==> src/rtl/dds_ctrl_pkg.sv <==
// Shared types and encodings for the DDS load sequencer and its per-word pulse timer.
package dds_ctrl_pkg;

    localparam logic [1:0] MODE_FREQ  = 2'b00;
    localparam logic [1:0] MODE_PHASE = 2'b01;
    localparam logic [1:0] MODE_BOTH  = 2'b10;
    localparam logic [1:0] MODE_SWEEP = 2'b11;

    typedef enum logic [2:0] {
        ST_IDLE,
        ST_SETUP,
        ST_PULSE,
        ST_RELEASE,
        ST_DONE
    } state_t;

    typedef enum logic {
        SEL_F,
        SEL_P
    } sel_t;

endpackage

==> src/rtl/dds_load_pulse.sv <==
// Single-word SETUP/PULSE/RELEASE timer: registers the word, drives the bus and the
// selected load strobe, and flags the final RELEASE cycle on `last`.
module dds_load_pulse
    import dds_ctrl_pkg::*;
#(
    parameter int unsigned DATA_WIDTH   = 16,
    parameter int unsigned HOLD_CYCLES  = 2,
    parameter int unsigned PULSE_CYCLES = 2
) (
    input  logic                  clk,
    input  logic                  rst,
    input  logic                  start,
    input  sel_t                  sel,
    input  logic [DATA_WIDTH-1:0] word,
    input  logic                  abort,
    output logic [DATA_WIDTH-1:0] freq_phase,
    output logic                  load_f,
    output logic                  load_p,
    output logic                  last
);

    localparam int unsigned    MAX_CYC    = (HOLD_CYCLES > PULSE_CYCLES) ? HOLD_CYCLES : PULSE_CYCLES;
    localparam int unsigned    CW         = $clog2(MAX_CYC + 1);
    localparam logic [CW-1:0]  HOLD_LAST  = CW'(HOLD_CYCLES - 1);
    localparam logic [CW-1:0]  PULSE_LAST = CW'(PULSE_CYCLES - 1);

    state_t                  phase_q, phase_d;
    logic [CW-1:0]           cnt_q, cnt_d;
    logic [DATA_WIDTH-1:0]   word_q, word_d;
    sel_t                    sel_q, sel_d;
    logic                    lf_q, lf_d;
    logic                    lp_q, lp_d;

    always_comb begin
        phase_d = phase_q;
        cnt_d   = cnt_q;
        word_d  = word_q;
        sel_d   = sel_q;
        lf_d    = lf_q;
        lp_d    = lp_q;
        if (abort) begin
            phase_d = ST_IDLE;
            cnt_d   = '0;
            lf_d    = 1'b0;
            lp_d    = 1'b0;
        end else if (start) begin
            phase_d = ST_SETUP;
            cnt_d   = HOLD_LAST;
            word_d  = word;
            sel_d   = sel;
            lf_d    = 1'b0;
            lp_d    = 1'b0;
        end else begin
            case (phase_q)
                ST_SETUP: begin
                    if (cnt_q == '0) begin
                        phase_d = ST_PULSE;
                        cnt_d   = PULSE_LAST;
                        lf_d    = (sel_q == SEL_F);
                        lp_d    = (sel_q == SEL_P);
                    end else begin
                        cnt_d = cnt_q - CW'(1);
                    end
                end
                ST_PULSE: begin
                    if (cnt_q == '0) begin
                        phase_d = ST_RELEASE;
                        cnt_d   = HOLD_LAST;
                        lf_d    = 1'b0;
                        lp_d    = 1'b0;
                    end else begin
                        cnt_d = cnt_q - CW'(1);
                    end
                end
                ST_RELEASE: begin
                    if (cnt_q == '0) begin
                        phase_d = ST_IDLE;
                    end else begin
                        cnt_d = cnt_q - CW'(1);
                    end
                end
                default: ;
            endcase
        end
    end

    always_ff @(posedge clk or negedge rst) begin
        if (!rst) begin
            phase_q <= ST_IDLE;
            cnt_q   <= '0;
            word_q  <= '0;
            sel_q   <= SEL_F;
            lf_q    <= 1'b0;
            lp_q    <= 1'b0;
        end else begin
            phase_q <= phase_d;
            cnt_q   <= cnt_d;
            word_q  <= word_d;
            sel_q   <= sel_d;
            lf_q    <= lf_d;
            lp_q    <= lp_d;
        end
    end

    assign freq_phase = word_q;
    assign load_f     = lf_q;
    assign load_p     = lp_q;
    assign last       = (phase_q == ST_RELEASE) && (cnt_q == '0);

endmodule

==> src/rtl/dds_load_sequencer.sv <==
// Command-driven DDS load sequencer: decodes commands into a word list and feeds each word
// to dds_load_pulse. Define DDS_SWEEP_EN to enable mode-11 frequency sweeps.
module dds_load_sequencer
    import dds_ctrl_pkg::*;
#(
    parameter int unsigned DATA_WIDTH   = 16,
    parameter int unsigned HOLD_CYCLES  = 2,
    parameter int unsigned PULSE_CYCLES = 2,
    parameter int unsigned COUNT_WIDTH  = 8
) (
    input  logic                   clk,
    input  logic                   rst,
    input  logic                   cmd_valid,
    output logic                   cmd_ready,
    input  logic [1:0]             cmd_mode,
    input  logic [DATA_WIDTH-1:0]  cmd_freq,
    input  logic [DATA_WIDTH-1:0]  cmd_phase,
    input  logic [DATA_WIDTH-1:0]  cmd_sweep_step,
    input  logic [COUNT_WIDTH-1:0] cmd_sweep_count,
    input  logic                   abort,
    output logic [DATA_WIDTH-1:0]  FreqPhase,
    output logic                   LoadF,
    output logic                   LoadP,
    output logic                   busy,
    output logic                   done
);

    // SETUP/PULSE/RELEASE are timed inside dds_load_pulse; here ST_SETUP marks a word in flight.
    state_t                  seq_q, seq_d;
    logic [DATA_WIDTH-1:0]   phase_word_q, phase_word_d;
    logic                    phase_pend_q, phase_pend_d;
`ifdef DDS_SWEEP_EN
    logic [DATA_WIDTH-1:0]   step_q, step_d;
    logic [COUNT_WIDTH-1:0]  remain_q, remain_d;
`else
    logic                    unused_sweep;
    assign unused_sweep = ^{cmd_sweep_step, cmd_sweep_count};
`endif

    logic                    start;
    sel_t                    start_sel;
    logic [DATA_WIDTH-1:0]   start_word;
    logic                    word_last;

    assign cmd_ready = (seq_q == ST_IDLE) & ~abort;
    assign busy      = (seq_q != ST_IDLE);
    assign done      = (seq_q == ST_DONE);

    always_comb begin
        seq_d        = seq_q;
        phase_word_d = phase_word_q;
        phase_pend_d = phase_pend_q;
`ifdef DDS_SWEEP_EN
        step_d       = step_q;
        remain_d     = remain_q;
`endif
        start        = 1'b0;
        start_sel    = SEL_F;
        start_word   = cmd_freq;
        if (abort) begin
            seq_d = ST_IDLE;
        end else begin
            case (seq_q)
                ST_IDLE: begin
                    if (cmd_valid) begin
                        start        = 1'b1;
                        seq_d        = ST_SETUP;
                        phase_word_d = cmd_phase;
                        if (cmd_mode == MODE_PHASE) begin
                            start_sel  = SEL_P;
                            start_word = cmd_phase;
                        end
`ifdef DDS_SWEEP_EN
                        phase_pend_d = (cmd_mode == MODE_BOTH);
                        step_d       = cmd_sweep_step;
                        remain_d     = (cmd_mode == MODE_SWEEP) ? cmd_sweep_count : '0;
`else
                        phase_pend_d = (cmd_mode == MODE_BOTH) || (cmd_mode == MODE_SWEEP);
`endif
                    end
                end
                ST_SETUP: begin
                    if (word_last) begin
`ifdef DDS_SWEEP_EN
                        if (remain_q != '0) begin
                            start      = 1'b1;
                            start_word = FreqPhase + step_q;
                            remain_d   = remain_q - COUNT_WIDTH'(1);
                        end else
`endif
                        if (phase_pend_q) begin
                            start        = 1'b1;
                            start_sel    = SEL_P;
                            start_word   = phase_word_q;
                            phase_pend_d = 1'b0;
                        end else begin
                            seq_d = ST_DONE;
                        end
                    end
                end
                default: seq_d = ST_IDLE;
            endcase
        end
    end

    always_ff @(posedge clk or negedge rst) begin
        if (!rst) begin
            seq_q        <= ST_IDLE;
            phase_word_q <= '0;
            phase_pend_q <= 1'b0;
`ifdef DDS_SWEEP_EN
            step_q       <= '0;
            remain_q     <= '0;
`endif
        end else begin
            seq_q        <= seq_d;
            phase_word_q <= phase_word_d;
            phase_pend_q <= phase_pend_d;
`ifdef DDS_SWEEP_EN
            step_q       <= step_d;
            remain_q     <= remain_d;
`endif
        end
    end

    dds_load_pulse #(
        .DATA_WIDTH  (DATA_WIDTH),
        .HOLD_CYCLES (HOLD_CYCLES),
        .PULSE_CYCLES(PULSE_CYCLES)
    ) u_pulse (
        .clk       (clk),
        .rst       (rst),
        .start     (start),
        .sel       (start_sel),
        .word      (start_word),
        .abort     (abort),
        .freq_phase(FreqPhase),
        .load_f    (LoadF),
        .load_p    (LoadP),
        .last      (word_last)
    );

endmodule

==> config.mk <==
export PLATFORM = sky130hd
export DESIGN_NAME = dds_load_sequencer
export DESIGN_NICKNAME = d
export VERILOG_FILES = /design/src/rtl/dds_ctrl_pkg.sv /design/src/rtl/dds_load_pulse.sv /design/src/rtl/dds_load_sequencer.sv
export SDC_FILE = /design/constraint.sdc
export NUM_CORES = 1
export LEC_CHECK = 0
export CAP_MARGIN = 30
export CELL_PAD_IN_SITES_DETAIL_PLACEMENT = 0
export CELL_PAD_IN_SITES_GLOBAL_PLACEMENT = 1
export CORE_ASPECT_RATIO = 0.6
export CORE_MARGIN = 2
export CORE_UTILIZATION = 32
export DETAILED_ROUTE_END_ITERATION = 6
export PLACE_DENSITY_LB_ADDON = 0.1
export SLEW_MARGIN = 20
export SYNTH_ARGS = -nofsm -noshare
export SYNTH_HDL_FRONTEND = slang
export SYNTH_HIERARCHICAL = 1
export SYNTH_SLANG_ARGS = --single-unit
export TNS_END_PERCENT = 5
==> constraint.sdc <==
create_clock -name clk -period 2.1 [get_ports clk]
set_clock_uncertainty 0.2 [all_clocks]
set_input_delay 0.315 -clock clk [delete_from_list [all_inputs] [get_ports clk]]
set_output_delay 0.315 -clock clk [all_outputs]
set_load 0.05 [all_outputs]
==> flow_summary_export.csv, run 1 <==
group,metric,value,unit
critical_path,cp_slowest_cell,"dfrtp_1",
timing,finalHoldViolCount,0,
critical_path,start_kind,"flip-flop",
global_route,grt_max_degree,23,
global_route,grt_pass1_wl,11000,microns
cts,tritoncts,"built",
floorplanning,fp.dieArea,8530,sq um
synth,async_reset_ff_share,100,%
synth,syn_nets,278,
timing,slew_viol_final,0,
critical_path,worst-path-max-fanout,7,
cts,htree_levels,2,
cells_and_area,fin_cells,397,
synth,synth_flop_cell,"dfrtp_1",
synth,yosysWarnings,6,
timing,min_period,2.10,ns
global_route,grt_remaining_overflow,0,
routing,wl_per_cell,16.5,microns
placed_design,post-place-ws,-0.269,ns
cts,worstSkewPairLatency,0.28,ns
critical_path,end_kind,"flip-flop",
placed_design,dpl.hpwl,4660,microns
cells_and_area,area_growth,46.9,%
floorplanning,die_h,72.3,microns
cells_and_area,seq_area,1050,sq um
floorplanning,start_util,33.7,%
synth,syn_area,2490,sq um
routing,drc_errors,0,
timing,worst_pin_slew,0.500,ns
critical_path,crit_chain,"ha_2 -> and2_4 -> nand2_2 -> a21o_1 -> buf_6 -> a221o_1 -> mux2_4",
cells_and_area,stdcell_area,3660,sq um
routing,drt_wl_total,6550,microns
routing,firstDrtPassIters,4,
synth,yosysSeqAreaShare,42.2,%
timing,finalCritPeriodShare,100,%
routing,ant_nets,0,
synth,syn-instance-count,212,
run_status,status,"finished clean",
timing,finalSetupViolCount,0,
floorplanning,die_w,118,microns
routing,vias,2038,
floorplanning,core,7390,sq um
timing,rsz0062_at_grt,"true",
cells_and_area,antenna_cells,0,
critical_path,critical_path_required,2.06,ns
cts,clockRootBuffer,"clkbuf_16",
job,drv_cap,0,
critical_path,critPathBufInv,1,
routing,drt_iter0_drc,83,
min_path,worst_hold_path_type,"reg -> reg",
floorplanning,rows,24,
global_route,grt_util_met3,3.93,%
global_route,antenna_found_initial,0,
synth,avgSynthCellArea,11.7,sq um
placed_design,portBuffers,58,
cts,cts_buffer_depth,2,
cells_and_area,nFillCells,687,
placed_design,place_inst,387,
synth,yosysUniqueCellTypes,36,
critical_path,max_stage_delay,0.38,ns
cells_and_area,drive_gt1_share,35.8,%
global_route,use_met1,25.0,%
global_route,grt-busiest-layer,"met1",
critical_path,cp.arrival,2.06,ns
power,power.density,825,nW/um^2
critical_path,critPathTopFamily,"compound AO/OA/AOI/OAI gates",
routing,avgViaCountPerCell,5.13,
cts,numClockSinks,42,
global_route,use_met2,22.9,%
synth,ys_seq_elements,42,
timing,fin_ws,0.000639,ns
cts,cts-buffers-inserted,5,
placed_design,dpl-instance-area,3440,sq um
global_route,grt_pass1_vias,2067,
critical_path,critical_path_class,"reg -> reg",
cells_and_area,finish.utilization,49.5,%
cells_and_area,fin_nets,358,
cts,clk_transition_reported_paths,0.06,ns
cells_and_area,multi_input_area,1340,sq um
synth,synth.area.top_cells,"dfrtp_1, mux2_2, a221o_1, nor4b_1, nor3b_1",
synth,synth_top_area_share,42.2,%
power,power.leakage,1.50,nW
floorplanning,io_pins,83,
placed_design,globalplace.congestion,0.771,
power,ir_drop,481,uV
synth,synth_top_area_cell,"dfrtp_1",
synth,synth_edf_count,0,
timing,fmax,476,MHz
timing,relSlewSlack,66.5,%
global_route,track_usage,16.1,%
[through the flow]
| stage | hold slack [ns] | power [mW] | TNS, ns |
|---|---|---|---|
| 2_1_floorplan | -0.181 | 1.75 | -0.0609 |
| 3_3_place_gp | 0.0992 | 2.17 | -7.57 |
| 3_5_place_dp | 0.0974 | 2.17 | -6.81 |
| 4_1_cts | 0.308 | 3.04 | -0.0181 |
| 5_1_grt | 0.316 | 3.18 | -0.435 |
| 6_report | 0.306 | 3.02 | 0 |
[routing by layer]
layer,vias up,routed length [microns]
li1,972,-
met1,1010,3590
met2,54,2610
met3,2,327
met4,0,19
met5,-,0
[flip-flops by register name, indices dropped and copies added, names as in the netlist]
register / cells
phase_pend_q: 1
u_pulse/load_f: 1
seq_q: 2
u_pulse/load_p: 1
phase_word_q: 16
u_pulse/sel_q: 1
u_pulse/freq_phase: 16
u_pulse/phase_q: 2
u_pulse/cnt_q: 2
[cells by family after synthesis]
| logic type | count (synthesis) | synth area share, % |
|---|---|---|
| and+or+nand+nor | 54 | 15.8 |
| muxes | 49 | 22.2 |
| DFF | 42 | 42.2 |
| AOI/OAI and AO/OA | 37 | 12.2 |
| buffers and inverters | 26 | 5.63 |
| adders and majority gates | 4 | 2.01 |
[cells in the mapped netlist (2+ instances only)]
| master | count |
|---|---|
| a21o_1 | 2 |
| nor4b_1 | 16 |
| buf_2 | 4 |
| ha_1 | 4 |
| nor3b_1 | 17 |
| nand2_1 | 2 |
| inv_1 | 6 |
| buf_6 | 3 |
| a21oi_1 | 6 |
| o21ai_0 | 3 |
| mux2_2 | 49 |
| buf_4 | 4 |
| dfrtp_1 | 42 |
| nor2b_1 | 4 |
| nor2_1 | 4 |
| a221o_1 | 16 |
| clkbuf_1 | 9 |
| and2_1 | 2 |
| o22a_1 | 2 |
[timing repair]
action,CTS,global route
setup buffers,0,1
endpoints found under the hold margin,18,0
pin swaps,3,14
gates resized for setup,2,7
setup endpoints to repair,5,17
hold buffers,1,0
[cell usage in the layout, fill, tap and decap left out, types with 6 or more instances in the layout]
cell type        netlist  routed
inv_1                  6       6
dfrtp_1               42      42
mux2_2                49      47
buf_4                  4      25
clkdlybuf4s50_1        0      54
buf_12                 0       8
nor4b_1               16      16
a221o_1               16      16
nor3b_1               17      17
[report_power, final]
group / leakage, nW / internal, mW / switching, mW
Clock: 0.0832 / 0.538 / 0.306
Combinational: 0.905 / 0.512 / 0.594
Sequential: 0.509 / 0.977 / 0.0918
Total: 1.50 / 2.03 / 0.992
[worst paths after layout]
path,startpoint,end,slack [ns],cells after the start
max,u_pulse/phase_q[0],u_pulse/freq_phase[5],0.0006,7
min,u_pulse/freq_phase[0],u_pulse/freq_phase[0],0.31,1
max reg2reg,u_pulse/phase_q[0],u_pulse/freq_phase[5],0.0006,7
min reg2reg,u_pulse/freq_phase[0],u_pulse/freq_phase[0],0.31,1
max in group asynchronous,rst,u_pulse/load_f,0.80,3
min in group asynchronous,rst,u_pulse/freq_phase[7],0.33,2
[worst register-to-register path: cells and delay by family, from the launching register on]
kind,cells,cell delay (ns)
mux,1,0.27
compound gates,2,0.57
simple gates,2,0.22
fa+ha+maj,1,0.19
flops,1,0.38
buf+inv,1,0.16
[area by class of cell]
class / count / area share (%)
multi-input cells: 144 / 36.6
flip-flops and latches: 42 / 28.7
repair buffers: 93 / 25.9
clock buffers: 8 / 4.55
well taps: 104 / 3.56
inverters: 6 / 0.616
No activity file was read; power rests on OpenSTA's default activity.
==> run 2: changes to the inputs <==
--- a/config.mk
+++ b/config.mk
@@ -10,8 +10,9 @@
 export CELL_PAD_IN_SITES_GLOBAL_PLACEMENT = 1
 export CORE_ASPECT_RATIO = 0.6
 export CORE_MARGIN = 2
-export CORE_UTILIZATION = 32
+export CORE_UTILIZATION = 44
 export DETAILED_ROUTE_END_ITERATION = 6
+export DONT_BUFFER_PORTS = 1
 export PLACE_DENSITY_LB_ADDON = 0.1
 export SLEW_MARGIN = 20
 export SYNTH_ARGS = -nofsm -noshare
==> constraint.sdc (replaced) <==
create_clock -name clk -period 1.93 [get_ports clk]
set_clock_uncertainty 0.2 [all_clocks]
set_input_delay 0.2895 -clock clk [delete_from_list [all_inputs] [get_ports clk]]
set_output_delay 0.2895 -clock clk [all_outputs]
set_load 0.05 [all_outputs]
==> run 2 against run 1 <==
Compared with the run above:
- the run now ends with setup timing left
- register-to-register slack got worse by 0.22 ns
- maximum frequency fell by 2.2%
- via count fell by 5.6%
- worst setup slack got worse by 0.22 ns
- hold slack got worse by 0.28 ns
- sequential share of layout area rose by 4.1 points
- die area fell by 26%
- highest routed layer unchanged
- flip-flop and latch count did not move
- critical path depth did not move
- critical path type unchanged
- clock-buffer cell count fell by 3
==> flow_summary_export.csv, run 2 (synthesis results as in run 1) <==
group,metric,value,unit
critical_path,r2r_cells,7,
cts,worstSkewPairLatency,0.30,ns
cts,tritoncts,"built",
power,power.leakage,1.34,nW
cts,clockRootBuffer,"clkbuf_8",
global_route,track_usage,22.3,%
critical_path,r2r_start,"u_pulse/cnt_q[1]",
run_status,violations,"setup timing",
power,total_power,3.00,mW
cells_and_area,mostFrequentLayoutCells,"dfrtp_1, mux2_2, buf_4",
routing,drt_wl_total,6770,microns
routing,firstDrtPassIters,5,
critical_path,start_kind,"flip-flop",
placed_design,globalplace.congestion,0.819,
critical_path,worstSetupStartpoint,"u_pulse/cnt_q[1]",
cells_and_area,drive_gt1_share,41.0,%
critical_path,critical_path_class,"reg -> reg",
floorplanning,io_pins,83,
timing,hold_ws,0.0212,ns
cells_and_area,area_growth,28.6,%
global_route,grt_remaining_overflow,0,
critical_path,cp.arrival,2.13,ns
timing,min_period,2.15,ns
timing,fin_tns_setup,-2.85,ns
routing,drc_errors,0,
critical_path,r2r_end,"u_pulse/freq_phase[15]",
placed_design,portBuffers,0,
critical_path,rrSetupSlack,-0.22,ns
floorplanning,core,5520,sq um
timing,relSlewSlack,66.1,%
floorplanning,die_w,101,microns
cts,clk_transition_reported_paths,0.09,ns
global_route,grt_pass1_wl,10800,microns
timing,finalCritPeriodShare,111,%
cts,cts-buffers-inserted,5,
job,drv_cap,0,
routing,drt_iter0_drc,130,
cells_and_area,fin_nets,314,
cts,cts_buffer_depth,2,
critical_path,worst-path-max-fanout,4,
routing,wl_per_cell,21.3,microns
placed_design,dpl.hpwl,4720,microns
power,ir_drop,611,uV
global_route,grt_max_degree,43,
timing,worst_pin_slew,0.508,ns
timing,rsz0062_at_grt,"true",
cts,numClockSinks,42,
routing,vias,1924,
floorplanning,start_util,45.1,%
timing,finalSetupViolCount,17,
cells_and_area,finish.utilization,58.0,%
floorplanning,rows,21,
global_route,grt_pass1_vias,2122,
cells_and_area,final_common_cell,"dfrtp_1",
timing,fin_ws,-0.218,ns
cells_and_area,antenna_cells,0,
power,power.density,936,nW/um^2
routing,ant_nets,0,
cts,htree_levels,2,
floorplanning,die_h,62.3,microns
min_path,worst_hold_path_type,"in -> reg",
global_route,antenna_found_initial,0,
timing,slew_viol_final,0,
run_status,status,"finished, violations left",
critical_path,critical_path_required,1.91,ns
routing,avgViaCountPerCell,6.05,
timing,finalHoldViolCount,0,
critical_path,crit_end,"u_pulse/freq_phase[15]",
floorplanning,fp.dieArea,6300,sq um
critical_path,end_kind,"flip-flop",
timing,fmax,466,MHz
## run 2: cell count changes in the layout (fill, tap and decap cells not counted), sizes merged
cell,change
clkbuf,-3
clkdlybuf4s50,-54
buf,-8
bufinv,+2
clkinv,+1
dlygate4sd3,+18
## run 2: worst min path at each step
stage	startpoint	endpoint	slack, ns	depth (start not counted)
2_1_floorplan	rst	phase_pend_q	-0.21	0
3_3_place_gp	rst	u_pulse/freq_phase[0]	-0.21	0
3_5_place_dp	rst	phase_word_q[0]	-0.21	0
4_1_cts	cmd_valid	phase_pend_q	0.007	2
5_1_grt	cmd_valid	phase_pend_q	0.009	2
6_report	cmd_valid	phase_pend_q	0.02	2
## run 2: routing by layer
| layer | track usage [%] | wire, microns | vias to the layer above |
|---|---|---|---|
| met5 | 0 | 0 | - |
| met4 | 7.77 | 72 | 0 |
| met3 | 6.08 | 548 | 11 |
| met2 | 36.6 | 3320 | 85 |
| met1 | 28.3 | 2830 | 950 |
| li1 | - | - | 878 |
## run 2: final cells by class
cell class / count / area [sq um]
fillers: 421 / 2320
multi-input cells: 144 / 1400
flip-flops and latches: 42 / 1050
repair buffers: 49 / 502
well taps: 69 / 86.3
clock buffers: 5 / 68.8
clock inverters: 3 / 68.8
inverters: 6 / 22.5
## run 2: critical path: stages (launching register included)
cell and delay, ns:
dfrtp_1 0.42, nor2_4 0.15, and2_4 0.20, nand2_4 0.06
a21o_4 0.22, buf_6 0.13, a221o_1 0.38, mux2_4 0.27
## run 2: timing repair
action	CTS	global route
buffers inserted	0	1
endpoints found under the hold margin	65	0
hold buffers	20	0
gates resized for setup	4	8
setup endpoints to repair	18	38
pin swaps	8	6
## run 2: stage by stage
| stage | cells | cell area [sq um] | setup slack [ns] |
|---|---|---|---|
| 3_3_place_gp | 289 | 2800 | -0.188 |
| 3_5_place_dp | 289 | 2800 | -0.255 |
| 2_1_floorplan | 212 | 2580 | -0.150 |
| 5_1_grt | 318 | 3200 | -0.267 |
| 6_report | 318 | 3200 | -0.218 |
| 4_1_cts | 317 | 3170 | -0.229 |
## run 2: where the power goes
group	total [mW]	leakage [nW]	internal (mW)	switching, mW
registers	1.55	0.508	1.05	0.493
logic	0.608	0.766	0.369	0.238
clock network	0.841	0.0683	0.518	0.322
total	3.00	1.34	1.94	1.05
